==> src/rtl/run_controller.sv <==
// Sequencer: load an instruction stream into IMEM, run the datapath, dump the register file; RUN_CYCLE_COUNT_EN adds a cycle-count port and 33rd dump beat.
// Latency: an accepted load beat appears on the IMEM write port one cycle later; dp_start rises one cycle after the last write.
// Backpressure: load_valid/load_ready and dump_valid/dump_ready handshakes; ra and dump data hold while dump_ready is low.
module run_controller #(
    parameter int IMEM_DEPTH = 256,
    parameter int TIMEOUT    = 65535
) (
    input  logic        clk,
    input  logic        rst_n,
    input  logic        cmd_go_i,
    input  logic        load_valid_i,
    output logic        load_ready_o,
    input  logic [31:0] load_data_i,
    input  logic        load_last_i,
    output logic        imem_we_o,
    output logic [31:0] imem_addr_o,
    output logic [31:0] imem_data_o,
    output logic        dp_start_o,
    input  logic        done_in_i,
    output logic [4:0]  ra_o,
    input  logic [31:0] reg_data_i,
    output logic        dump_valid_o,
    input  logic        dump_ready_i,
    output logic [31:0] dump_data_o,
    output logic        busy_o,
    output logic        done_o,
    output logic        timeout_o
`ifdef RUN_CYCLE_COUNT_EN
    ,
    output logic [31:0] cycle_count_o
`endif
);

`ifdef RUN_CYCLE_COUNT_EN
    localparam int NBEATS = 33;
`else
    localparam int NBEATS = 32;
`endif
    localparam int          WCW      = $clog2(IMEM_DEPTH) + 1;
    localparam logic [5:0]  LAST_IDX = 6'(NBEATS - 1);
    localparam logic [31:0] TO_LAST  = 32'(TIMEOUT - 1);

    typedef enum logic [2:0] {S_IDLE, S_LOAD, S_RUN, S_DUMP, S_DONE} state_t;

    state_t          state_q, state_d;
    logic [WCW-1:0]  wcnt_q, wcnt_d;
    logic            imem_we_q, imem_we_d;
    logic [31:0]     imem_addr_q, imem_addr_d;
    logic [31:0]     imem_data_q, imem_data_d;
    logic [31:0]     cyc_q, cyc_d;
    logic            timeout_q, timeout_d;
    logic [5:0]      idx_q, idx_d;
    logic            dp_start_q, dp_start_d;

    always_ff @(posedge clk or negedge rst_n) begin
        if (!rst_n) begin
            state_q     <= S_IDLE;
            wcnt_q      <= '0;
            imem_we_q   <= 1'b0;
            imem_addr_q <= '0;
            imem_data_q <= '0;
            cyc_q       <= '0;
            timeout_q   <= 1'b0;
            idx_q       <= '0;
            dp_start_q  <= 1'b0;
        end else begin
            state_q     <= state_d;
            wcnt_q      <= wcnt_d;
            imem_we_q   <= imem_we_d;
            imem_addr_q <= imem_addr_d;
            imem_data_q <= imem_data_d;
            cyc_q       <= cyc_d;
            timeout_q   <= timeout_d;
            idx_q       <= idx_d;
            dp_start_q  <= dp_start_d;
        end
    end

    always_comb begin
        state_d     = state_q;
        wcnt_d      = wcnt_q;
        imem_we_d   = 1'b0;
        imem_addr_d = imem_addr_q;
        imem_data_d = imem_data_q;
        cyc_d       = cyc_q;
        timeout_d   = timeout_q;
        idx_d       = idx_q;
        dp_start_d  = 1'b0;
        case (state_q)
            S_IDLE, S_DONE: begin
                if (cmd_go_i) begin
                    state_d     = S_LOAD;
                    wcnt_d      = '0;
                    imem_addr_d = '0;
                    cyc_d       = '0;
                    timeout_d   = 1'b0;
                    idx_d       = '0;
                end
            end
            S_LOAD: begin
                if (load_valid_i) begin
                    imem_we_d   = 1'b1;
                    imem_addr_d = 32'({wcnt_q, 2'b00});
                    imem_data_d = load_data_i;
                    wcnt_d      = wcnt_q + WCW'(1);
                    if (load_last_i || (wcnt_q == WCW'(IMEM_DEPTH - 1))) begin
                        state_d = S_RUN;
                    end
                end
            end
            S_RUN: begin
                // dp_start is registered so it rises one cycle after the final IMEM write
                if (done_in_i) begin
                    state_d = S_DUMP;
                end else if (cyc_q == TO_LAST) begin
                    timeout_d = 1'b1;
                    state_d   = S_DUMP;
                end else begin
                    cyc_d      = cyc_q + 32'd1;
                    dp_start_d = 1'b1;
                end
            end
            S_DUMP: begin
                if (dump_ready_i) begin
                    if (idx_q == LAST_IDX) begin
                        state_d = S_DONE;
                        idx_d   = '0;
                    end else begin
                        idx_d = idx_q + 6'd1;
                    end
                end
            end
            default: state_d = S_IDLE;
        endcase
    end

    always_comb begin
        dump_data_o = '0;
        if (state_q == S_DUMP) begin
`ifdef RUN_CYCLE_COUNT_EN
            dump_data_o = (idx_q == 6'd32) ? cyc_q : reg_data_i;
`else
            dump_data_o = reg_data_i;
`endif
        end
    end

    assign load_ready_o = (state_q == S_LOAD);
    assign imem_we_o    = imem_we_q;
    assign imem_addr_o  = imem_addr_q;
    assign imem_data_o  = imem_data_q;
    assign dp_start_o   = dp_start_q;
    assign ra_o         = idx_q[4:0];
    assign dump_valid_o = (state_q == S_DUMP);
    assign busy_o       = (state_q == S_LOAD) || (state_q == S_RUN) || (state_q == S_DUMP);
    assign done_o       = (state_q == S_DONE);
    assign timeout_o    = timeout_q;
`ifdef RUN_CYCLE_COUNT_EN
    assign cycle_count_o = cyc_q;
`endif

endmodule

==> config.mk <==
export PLATFORM = sky130hd
export DESIGN_NAME = run_controller
export DESIGN_NICKNAME = d
export VERILOG_FILES = /design/src/rtl/run_controller.sv
export SDC_FILE = /design/constraint.sdc
export NUM_CORES = 1
export LEC_CHECK = 0
export CAP_MARGIN = 20
export CORE_MARGIN = 3
export CORE_UTILIZATION = 40
export CTS_BUF_LIST = sky130_fd_sc_hd__clkbuf_4
export CTS_CLUSTER_SIZE = 14
export DETAILED_ROUTE_END_ITERATION = 7
export GPL_TIMING_DRIVEN = 1
export MAX_ROUTING_LAYER = met4
export PLACE_DENSITY_LB_ADDON = 0.15
export SKIP_LAST_GASP = 1
export SLEW_MARGIN = 20
export SYNTH_ARGS = -nofsm -noshare
export SYNTH_HDL_FRONTEND = slang
export SYNTH_SLANG_ARGS = --single-unit
==> constraint.sdc <==
create_clock -name clk -period 3.05 [get_ports clk]
set_input_delay 0.61 -clock clk [delete_from_list [all_inputs] [get_ports clk]]
set_output_delay 0.61 -clock clk [all_outputs]
set_load 0.03 [all_outputs]
[Yosys cells after proc, flatten, opt, wreduce, memory -nomap -nowiden]
Index checks and enable logic that the tools add are counted.
W data, S select, Z words.
Word-level totals
  word-level logic and storage cells: 73
  register bits: 117
Operators by class
  eq/ne operators: 16
  mux-type cells: 31
  reductions and logical operators: 14
  add/sub/neg operators: 3
Operators with widths (number)
  $mux W32: 5
  $pmux W32 S2: 2
  $add A32 B1 Y32 const B: 1
  $eq A32 B16 Y1 const B: 1
  $mux W3: 7
  $mux W6: 3
  $mux W9: 2
  $pmux W9 S2: 1
  $pmux W3 S4: 1
  $pmux W6 S2: 1
  $ne A2 B2 Y1 const B: 5
  $add A9 B1 Y9 const B: 1
  $eq A9 B8 Y1 const B: 1
  $mux W1: 8
  $reduce_and A4 Y1: 2
  $add A6 B1 Y6 const B: 1
  $eq A3 B2 Y1 const B: 2
  $eq A6 B5 Y1 const B: 1
  $ne A2 B1 Y1 const B: 3
  $reduce_and A3 Y1: 2
  $reduce_and A6 Y1: 1
  $reduce_bool A2 Y1: 3
  $eq A3 B1 Y1 const B: 1
  $eq A3 B3 Y1 const B: 1
  6 further kinds: 8

[Logic depth before layout (Yosys ltp)]
  depth in word-level cells: 5
  mapped depth: 9
  gate-level depth less buffers: 9

[Worst setup path after synthesis]
No wires, ideal clock.
  path kind: register to output
  from: register state_q[2]
  to: output port dump_data_o[22]
  cell stages (with the launch flop): 6
  path slack: 0.723 ns
  arrival time: 1.717 ns
  path buffers: 2
  path through: dfrtp_1 > nand3b_1 > inv_1 > clkbuf_1 > clkbuf_1 > and2_1
Between the ends
  word-level cells in the longest chain between the ends: 2
RTL lines
  from (decl): RTL line 45  | state_t state_q, state_d;
  from (signal assigned): RTL line 67  | state_q <= state_d;
  $eq A3 B2 Y1
  net dump_valid_o: RTL line 22  | output logic dump_valid_o,
  $mux W32: RTL line 139  | if (state_q == S_DUMP) begin
  to (decl): RTL line 24  | output logic [31:0] dump_data_o,
The timed path passes the listed nets, and every way through them passes these cells.

[Worst setup path in the final report]
  from: register state_q[2]
  to: output port dump_valid_o
Between the ends
  word-level cells in the longest chain between the ends: 1
RTL lines
  $eq A3 B2 Y1: RTL line 154  | assign dump_valid_o = (state_q == S_DUMP);
  to (decl): RTL line 22
Every way passes these cells.

==> out/metrics.cfg <==
[floorplan]
io_pins=179
rows=40
initial_core_util_pct=41.0
fp.dieW_microns=117
dieArea_sq_um=13700
coreArea_sq_um=12100
fp.dieH_microns=117

[route]
wl_microns=13200
drt_iter0_drc=265
dr_total_vias=4476
via_per_inst=5.01
drc_errors=0
postRouteAntennaNets=0
wl_per_cell_microns=14.7
drt_first_pass_iters=4

[global_routing]
track_usage_pct=19.4
grt_pass1_wl_microns=20700
grt_start_max_net_pins=95
grt_pass1_vias=4360
grt_overflow=0
grt_antenna_before_repair=0

[outcome]
status=completed

[clock_tree]
cts-resized-gates=3
clockBufferDepth=2
clk-insertion-delay-late_ns=0.46
cts.sink_count=94
post_cts_buffers=0
cts-root-buf=clkbuf_4
cts_made_buffers=9
cts_tree=done
hold_buffers=0
cts.clk_slew.worst_paths_ns=0.15
htree_levels=3

[synth]
synth_cells=577
synth_top_area_cell=dfrtp_1
ys_async_sr_fraction_pct=100
synth-seq-area-share_pct=47.5
synth_area_sq_um=4950
syn_avg_cell_area_sq_um=8.58
yosysUniqueCellTypes=54
yosysWarnings=0
synth_seq_cells=94
ys_top_cells_by_area=dfrtp_1, nand2_1, and2_1, buf_4, o21ai_0
synth-edff-count=0
synth.top_cell.area_share_pct=47.5
ys.flop_type=dfrtp_1

[setup_path]
cp.arrival_ns=2.20
timing.rr.start=state_q[0]$_DFFE_PN0P_
path_max_fanout=37
crit_type=reg2out
r2r-end=cyc_q[24]$_DFFE_PN0P_
start_kind=flop
rr_worst_depth=5
endpoint_kind=output port
r2r_slack_ns=0.58
worst_ep_required_time_ns=2.44

[power_and_ir_drop]
power.total_uw=5010
p_leak_uw=0.00352
powerDensity_nw_per_um2=735
peakVddDrop_v=0.000516
power_frac_comb_pct=49.6
power.switching_uw=2190
power_frac_seq_pct=34.9
internal_power_uw=2810
swShare_pct=43.8
clockPowerShare_pct=15.5

[job]
maxCapViolCount=0

[cells_and_area]
fill_cells=1101
layout.nets=796
utilization_pct=56.5
layout-drive-gt1-share_pct=5.66
syn2layout_area_growth_pct=37.6
diodes=0

[worst_hold_path]
hold_path_class=in2async

[sta]
hold_viol_final=0
whs_ns=0.147
finalMaxSlewViolations=0
fmax_mhz=356
clock_skew_ns=0.0175
fin_tns_setup_ns=0
tightest_slew_ns=0.661
slew_headroom_pct=55.9
rsz0062_at_grt=no
fin_crit_ns=2.81
timing.final.crit_share_pct=92.2
setup_viol_count_final=0

[placement]
hpwl_microns=9210
gp_congestion=0.816
io_buffers=155

## registers in the layout (all words and copies together) (netlist names)
| name | cells |
|---|---|
| imem_addr_o | 9 |
| imem_data_o | 32 |
| dp_start_o | 1 |
| imem_we_o | 1 |
| wcnt_q | 9 |
| idx_q | 6 |
| cyc_q | 32 |
| state_q | 3 |
| timeout_o | 1 |
## stage by stage
step	setup WS (ns)	cells	instance area, sq um
2_1_floorplan	0.723	599	5030
3_3_place_gp	0.0872	877	6570
3_5_place_dp	0.0676	877	6570
4_1_cts	0.000803	893	6730
5_1_grt	0.0779	893	6810
6_report	0.239	893	6810
## cell families (layout without fill, tap and decap cells)
kind of cell | after synthesis | after routing | share of synthesized area, %
flip-flops | 94 | 94 | 47.5
AND/OR/NAND/NOR | 305 | 305 | 29.8
AO/OA/AOI/OAI | 91 | 91 | 11.5
adder cells (fa/ha/maj) | 5 | 5 | 1.26
other | 1 | 23 | 0.0757
XOR/XNOR | 8 | 8 | 1.42
multiplexers | 3 | 3 | 0.607
buffers and inverters | 70 | 196 | 7.83
## layer usage
layer  part of all wire (%)  vias to the layer above  track usage (%)  routed length (microns)
met4                    1.6                        0             7.87                      214
li1                       -                     2198                -                        -
met3                    6.8                       13             5.14                      897
met2                     48                      131             28.8                     6280
met1                     44                     2134             25.2                     5760
met5                      0                        -                -                        0
## critical path: stages, from the launching register on
cell	delay, ns
dfrtp_1	0.48
nand3b_1	0.22
inv_1	0.11
buf_6	0.22
clkdlybuf4s50_1	0.71
## power groups by stage
stage                     sequential [uW]  combinational (uW)  clock (uW)
final                                1750                2480         778
after global placement               1750                2500           0
after CTS                            1750                2520         810
after detailed placement             1760                2530           0
after global routing                 1790                2710         858
after floorplan                      2170                1090           0
## area by class of cell
cell class / instances / area (sq um) / area share, %
timing repair buffer: 167 / 1740 / 25.5
sequential: 94 / 2350 / 34.5
clock inverter: 6 / 86.3 / 1.27
clock buffer: 10 / 75.1 / 1.10
multi-input combinational: 435 / 2300 / 33.7
inverter: 13 / 48.8 / 0.717
tap: 168 / 210 / 3.09
## cell usage in the layout, fill, tap and decap left out, types with 3 or more instances in the layout
cell,Yosys,layout
a21oi_1,20,20
a31oi_1,6,6
a41o_1,6,6
and2_1,35,35
and3_1,7,7
and4_1,3,3
buf_4,28,10
clkbuf_4,0,10
clkdlybuf4s50_1,0,121
conb_1,1,23
dfrtp_1,94,94
dlygate4sd2_1,0,3
dlymetal6s2s_1,0,30
ha_1,5,5
inv_1,13,13
mux2i_1,3,3
nand2_1,151,151
nand2b_1,3,3
nand3_1,16,16
nand4_1,17,17
nor2_1,29,29
nor3_1,9,9
o21ai_0,37,37
o31ai_1,8,8
or3_1,9,9
or4_1,8,8
xor2_1,6,6
## Yosys cell counts (2+ instances only)
cell type,number
nand4_1,17
nor4_1,2
clkbuf_1,22
dfrtp_1,94
xnor2_1,2
and4_1,3
nor3_1,9
ha_1,5
inv_1,13
buf_2,4
a21oi_1,20
nand2b_1,3
or2_2,2
and3_1,7
nor2_1,29
or3_1,9
a41o_1,6
o21ai_0,37
or3b_2,2
nand3b_1,2
buf_6,2
nor3b_1,2
or4_1,8
nand2_1,151
xor2_1,6
a31oi_1,6
buf_4,28
nand3_1,16
o31ai_1,8
mux2i_1,3
and2_1,35
o22ai_1,2
## how the worst max path moves through the flow
stage                                  to              startpoint  depth (start not counted)
floorplan                 dump_data_o[22]  state_q[2]$_DFFE_PN0P_                          5
detailed placement  cyc_q[30]$_DFFE_PN0P_                cmd_go_i                          6
global route                 dump_valid_o  state_q[2]$_DFFE_PN0P_                          4
CTS                       dump_data_o[16]  state_q[2]$_DFFE_PN0P_                          5
global placement    cyc_q[30]$_DFFE_PN0P_                cmd_go_i                          6
finish                       dump_valid_o  state_q[2]$_DFFE_PN0P_                          4
Power figures use the tool's default switching activity.
